File: src/rtl/sd_block_sequencer.sv
// -----------------------------------------------------------------------------
// sd_block_sequencer
//
// Purpose:
//   Turns a multi-block transfer request into a sequence of single-block SD
//   commands (CMD17 read / CMD24 write). Exactly one command is outstanding at
//   a time. Each command's result word is popped and checked. A failing block
//   is re-issued up to MAX_RETRY times. The transfer ends with a one-cycle
//   donePulse, with error/errCode set when it fails.
//
// Ports:
//   sdClk, sysRst            clock, synchronous active-high reset
//   reqValid/reqReady        transfer-request handshake
//   reqWrite                 1 = write (CMD24), 0 = read (CMD17)
//   reqBlock, reqCount       first block address, number of blocks (0 = none)
//   abort                    terminate current transfer (errCode 4'hA)
//   cmdFifoData/WrEn/Full    72-bit command word FIFO write side
//   resultFifoData/Empty/RdEn 36-bit result FIFO read side (data valid one
//                            cycle after RdEn)
//   busy, donePulse, error, errCode, blocksDone   status outputs
// -----------------------------------------------------------------------------
module sd_block_sequencer #(
  parameter int MAX_RETRY      = 3,
  parameter int TIMEOUT_CYCLES = 1000000
) (
  input  logic        sdClk,
  input  logic        sysRst,
  input  logic        reqValid,
  output logic        reqReady,
  input  logic        reqWrite,
  input  logic [31:0] reqBlock,
  input  logic [15:0] reqCount,
  input  logic        abort,
  output logic [71:0] cmdFifoData,
  output logic        cmdFifoWrEn,
  input  logic        cmdFifoFull,
  input  logic [35:0] resultFifoData,
  input  logic        resultFifoEmpty,
  output logic        resultFifoRdEn,
  output logic        busy,
  output logic        donePulse,
  output logic        error,
  output logic [3:0]  errCode,
  output logic [15:0] blocksDone
);

  typedef enum logic [2:0] {
    IDLE  = 3'd0,
    ISSUE = 3'd1,
    WAIT  = 3'd2,
    POP   = 3'd3,
    CHECK = 3'd4,
    DONE  = 3'd5,
    FAIL  = 3'd6
  } state_t;

  localparam logic [3:0]  RETRY_LIMIT  = 4'(MAX_RETRY);
  localparam logic [23:0] TIMEOUT_LAST = 24'(TIMEOUT_CYCLES - 1);
  localparam logic [3:0]  CODE_ABORT   = 4'hA;
  localparam logic [3:0]  CODE_TIMEOUT = 4'hE;

  state_t      state;
  logic        writeR;
  logic [31:0] addrR;
  logic [15:0] countR;
  logic [3:0]  retryCnt;
  logic [23:0] timeoutCnt;
  logic        abortPending;

  logic [3:0]  resultStatus;
  logic        abortNow;
  logic        unusedResp;

  // The card response field is carried by the FIFO but not interpreted here.
  assign unusedResp   = ^resultFifoData[31:0];
  assign resultStatus = resultFifoData[35:32];
  // An abort seen now or earlier in the WAIT/POP/CHECK window.
  assign abortNow     = abortPending | abort;

  // Builds the single-block command word for the current address.
  function automatic logic [71:0] buildCmd(input logic wr, input logic [31:0] addr);
    logic [5:0] opcode;
    opcode = wr ? 6'd24 : 6'd17;
    return {8'h00, opcode, 26'h0000000, addr};
  endfunction

  // Sequencer FSM with all outputs registered.
  always_ff @(posedge sdClk) begin
    if (sysRst) begin
      state          <= IDLE;
      reqReady       <= 1'b1;
      busy           <= 1'b0;
      cmdFifoWrEn    <= 1'b0;
      cmdFifoData    <= 72'h0;
      resultFifoRdEn <= 1'b0;
      donePulse      <= 1'b0;
      error          <= 1'b0;
      errCode        <= 4'h0;
      blocksDone     <= 16'h0;
      writeR         <= 1'b0;
      addrR          <= 32'h0;
      countR         <= 16'h0;
      retryCnt       <= 4'h0;
      timeoutCnt     <= 24'h0;
      abortPending   <= 1'b0;
    end else begin
      // Strobes are single-cycle unless re-asserted below.
      cmdFifoWrEn    <= 1'b0;
      resultFifoRdEn <= 1'b0;
      donePulse      <= 1'b0;

      case (state)
        IDLE: begin
          if (reqValid && reqReady) begin
            writeR       <= reqWrite;
            addrR        <= reqBlock;
            countR       <= reqCount;
            blocksDone   <= 16'h0;
            retryCnt     <= 4'h0;
            error        <= 1'b0;
            errCode      <= 4'h0;
            abortPending <= 1'b0;
            timeoutCnt   <= 24'h0;
            reqReady     <= 1'b0;
            busy         <= 1'b1;
            if (reqCount == 16'h0) begin
              state     <= DONE;
              donePulse <= 1'b1;
            end else begin
              state <= ISSUE;
            end
          end
        end

        ISSUE: begin
          // Nothing is outstanding yet, so abort can fail immediately.
          if (abort) begin
            state     <= FAIL;
            donePulse <= 1'b1;
            error     <= 1'b1;
            errCode   <= CODE_ABORT;
          end else if (!cmdFifoFull) begin
            cmdFifoWrEn <= 1'b1;
            cmdFifoData <= buildCmd(writeR, addrR);
            timeoutCnt  <= 24'h0;
            state       <= WAIT;
          end
        end

        WAIT: begin
          abortPending <= abortNow;
          if (!resultFifoEmpty) begin
            resultFifoRdEn <= 1'b1;
            state          <= POP;
          end else if (timeoutCnt == TIMEOUT_LAST) begin
            if (abortNow) begin
              state     <= FAIL;
              donePulse <= 1'b1;
              error     <= 1'b1;
              errCode   <= CODE_ABORT;
            end else if (retryCnt < RETRY_LIMIT) begin
              retryCnt   <= retryCnt + 4'd1;
              timeoutCnt <= 24'h0;
              state      <= ISSUE;
            end else begin
              state     <= FAIL;
              donePulse <= 1'b1;
              error     <= 1'b1;
              errCode   <= CODE_TIMEOUT;
            end
          end else begin
            timeoutCnt <= timeoutCnt + 24'd1;
          end
        end

        POP: begin
          // RdEn is high during this cycle; the word is valid in CHECK.
          abortPending <= abortNow;
          state        <= CHECK;
        end

        CHECK: begin
          if (abortNow) begin
            state     <= FAIL;
            donePulse <= 1'b1;
            error     <= 1'b1;
            errCode   <= CODE_ABORT;
          end else if (resultStatus == 4'h0) begin
            blocksDone <= blocksDone + 16'd1;
            addrR      <= addrR + 32'd1;  // wraps modulo 2^32 by design
            retryCnt   <= 4'h0;
            if ((blocksDone + 16'd1) == countR) begin
              state     <= DONE;
              donePulse <= 1'b1;
            end else begin
              timeoutCnt <= 24'h0;
              state      <= ISSUE;
            end
          end else if (retryCnt < RETRY_LIMIT) begin
            retryCnt   <= retryCnt + 4'd1;
            timeoutCnt <= 24'h0;
            state      <= ISSUE;
          end else begin
            state     <= FAIL;
            donePulse <= 1'b1;
            error     <= 1'b1;
            errCode   <= resultStatus;
          end
        end

        DONE, FAIL: begin
          // error/errCode hold until the next accepted request.
          state    <= IDLE;
          reqReady <= 1'b1;
          busy     <= 1'b0;
        end

        default: begin
          state    <= IDLE;
          reqReady <= 1'b1;
          busy     <= 1'b0;
        end
      endcase
    end
  end

endmodule

File: config.mk
export PLATFORM = sky130hd
export DESIGN_NAME = sd_block_sequencer
export DESIGN_NICKNAME = d
export VERILOG_FILES = /design/src/rtl/sd_block_sequencer.sv
export SDC_FILE = /design/constraint.sdc
export NUM_CORES = 1
export LEC_CHECK = 0
export CAP_MARGIN = 10
export CORE_ASPECT_RATIO = 0.75
export CORE_MARGIN = 5
export CORE_UTILIZATION = 34
export CTS_CLUSTER_DIAMETER = 100
export DETAILED_ROUTE_END_ITERATION = 16
export GPL_TIMING_DRIVEN = 0
export SLEW_MARGIN = 20
export SYNTH_ARGS = -nofsm -noshare
export SYNTH_HDL_FRONTEND = slang
export SYNTH_SLANG_ARGS = --single-unit
File: constraint.sdc
create_clock -name sdClk -period 3.9 [get_ports sdClk]
set_input_delay 0.39 -clock sdClk [delete_from_list [all_inputs] [get_ports sdClk]]
set_output_delay 0.39 -clock sdClk [all_outputs]
set_load 0.005 [all_outputs]
==> impl_metrics.toml <==
[run_status]
outcome = "completed"

[layout]
fill_cells = 2337
final_core_util_pct = 44.5
synthToLayoutAreaGrowth_pct = 29.9
final_cells = 1547
finalNetCount = 1329
drive_above_1_share_pct = 7.46
antennaDiodeCount = 0
fin_area_mm2 = 0.0101

[worst_setup_path]
end_kind = "flop"
cp_slowest_cell = "clkbuf_1"
slowest_delay_ns = 0.51
r2r_cells = 10
crit_path_max_fanout = 10
cp_cell_sequence = "clkbuf_1 > nor2b_1 > nand2_1 > a21oi_1 > o21a_1 > clkbuf_1 > clkbuf_1 > o21ai_0 > a22oi_1 > nor2_1"
arrival_ns = 3.50
path_common_cell = "clkbuf_1"
path_class = "reg2reg"
worstSetupStartpointType = "flop"
critPathRequiredTime_ns = 4.19

[timing]
fin_ws_ns = 0.688
setup_tns_ns = 0
drv_slew = 0
relSlewSlack_pct = 46.9
fin_hold_ws_ns = 0.452
fin_crit_ns = 3.21
finalSetupViolCount = 0
hold_viol_final = 0
tightestPinTransition_ns = 0.791
rsz0062_at_grt = "false"
skew_ns = 0.0116
fmax_ghz = 0.311
finalCritPeriodShare_pct = 82.4

[synthesis]
yosysSeqAreaShare_pct = 36.5
synth.area.top_cells = "dfxtp_1 (36%), nand2_1 (9.3%), a21oi_1 (7.5%)"
synth_top_area_share_pct = 36.5
synth_area_leader_cell = "dfxtp_1"
ys_types = 66
synth-seq-cells = 142
synth_cells = 1062
synth_flop_cell = "dfxtp_1"
async_flop_share_pct = 0
synth_edf_count = 0
synth.avg_cell_area_um2 = 7.34
synth_area_mm2 = 0.00779
ys_warn_count = 0

[detailed_routing]
postRouteAntennaNets = 0
drt-total-wl_mm = 27.8
vias_per_cell = 5.42
drt-pass1-iter-count = 7
drtIter0Drc = 901
drt-wirelength-per-cell_um = 18.0
num_vias = 8391
drc = 0

[global_route]
grt_max_degree = 17
top_usage_layer = "met1"
grt_pass1_wl_mm = 43.4
antenna_found_initial = 0
grt_use_met3_pct = 4.51
gr-usage-met2_pct = 29.1
grt_pass1_vias = 7638
grt_overflow = 0
use_met1_pct = 32.2
grt_usage_pct = 20.9

[clock_network]
cts_sinks = 142
h-tree-depth = 4
ctsHoldBuffers = 0
clock_latency_ns = 0.43
cts-resized-gates = 0
clkTransAtPathRegs_ns = 0.06
post_cts_buffers = 0
numCtsBuffers = 17
cts_tree = "done"
cts_buffer_depth = 2
root_buffer = "clkbuf_16"

[floorplanning]
die_area_mm2 = 0.0261
start_util_pct = 34.2
coreArea_mm2 = 0.0228
fp.dieW_um = 185
chipHeight_um = 141
ios = 189
num_rows = 48

[placement]
dpl_cell_area_mm2 = 0.00948
dp_hpwl_mm = 20.7
dp_slack_ns = 0.480
globalplace.congestion = 0.912
place.port_buffers = 117
dp.cells = 1515

[worst_hold_path]
worstHoldPathCells = 2
min_path_type = "reg2reg"

[power_and_ir_drop]
ir_drop_mv = 0.276
power_mw = 5.29
powerDensity_mw_per_mm2 = 522
p_leak_nw = 3.46

[flow_run]
maxCapViolCount = 0
## layout by cell type (no fill, tap or decap), types with 7 or more instances in the layout
master and n:
buf_4 37, xor2_1 9, clkbuf_16 17, nand2b_1 12, nand4_1 19, clkdlybuf4s50_1 117, o22ai_1 10, and2_1 9
a211oi_1 11, a311oi_1 9, nor3_1 32, inv_1 10, nand3_1 45, xnor2_1 14, nor4_1 23, mux2i_1 7
o21ai_0 63, a31oi_1 22, dfxtp_1 142, nand2_1 194, and3_1 22, or3_1 9, a21oi_1 117, clkbuf_1 65
a22oi_1 7, nor2_1 75, conb_1 37
## per-layer routing
metal / share of wire, % / wire length, µm / up-vias
li1: - / - / 4079
met1: 48 / 13500 / 3889
met2: 41 / 11500 / 396
met3: 8.9 / 2490 / 27
met4: 1.3 / 371 / 0
met5: 0 / 0 / -
## where the power goes
group	switching, mW	total, mW	internal, mW
logic	1.10	1.69	0.599
clock network	0.699	1.75	1.05
registers	0.199	1.84	1.64
total	1.99	5.29	3.29
## worst paths after layout
kind | slack [ns] | endpoint | startpoint
setup / recovery | 0.69 | addrR[24] | state[2]
hold / removal | 0.45 | cmdFifoData[8] | cmdFifoData[8]
setup reg to reg | 0.69 | addrR[24] | state[2]
hold reg to reg | 0.45 | cmdFifoData[8] | cmdFifoData[8]
## kinds of logic (layout without fill, tap and decap cells)
kind of cell | count (synthesis) | count (layout) | share of synthesized area [%]
DFF | 142 | 142 | 36.5
AOI/OAI and AO/OA | 285 | 285 | 22.2
other | 1 | 37 | 0.0481
muxes | 8 | 8 | 1.04
buffers and inverters | 122 | 271 | 7.85
xor gates and xnor gates | 23 | 23 | 2.58
adders and majority gates | 4 | 4 | 0.642
and+or+nand+nor | 477 | 477 | 29.2
## registers in the layout (all words and copies together) (netlist names), 3 cells and up
name	count
cmdFifoData	35
addrR	32
timeoutCnt	24
blocksDone	16
countR	16
errCode	4
retryCnt	4
state	3
## cell usage after synthesis (7+ instances only)
master and number:
a21oi_1 117, a22oi_1 7, a31oi_1 22, a311oi_1 9, and3_1 22, clkbuf_1 65
nand3_1 45, nor2_1 75, nand4_1 19, inv_1 10, xnor2_1 14, a211oi_1 12
mux2i_1 7, nand2_1 194, nand2b_1 12, and2_1 9, o21ai_0 63, dfxtp_1 142
nor3_1 33, o22ai_1 10, nor4_1 24, xor2_1 9, or3_1 9, buf_4 37
## area by class of cell
type	instances	area, µm²	share of cell area, %
timing repair buffer	117	1170	11.6
clock buffer	19	453	4.47
inverter	10	37.5	0.371
multi-input combinational	834	4490	44.4
sequential	142	2840	28.1
buffer	112	574	5.67
clock inverter	13	178	1.76
tap	300	375	3.71
## worst max-delay path: cells and delay by family (launching register included)
kind,cells,cell delay (ns)
flops,1,0.33
simple gates,3,0.58
buf+inv,3,1.31
compound gates,4,0.84
(Power assumes the default switching activity.)
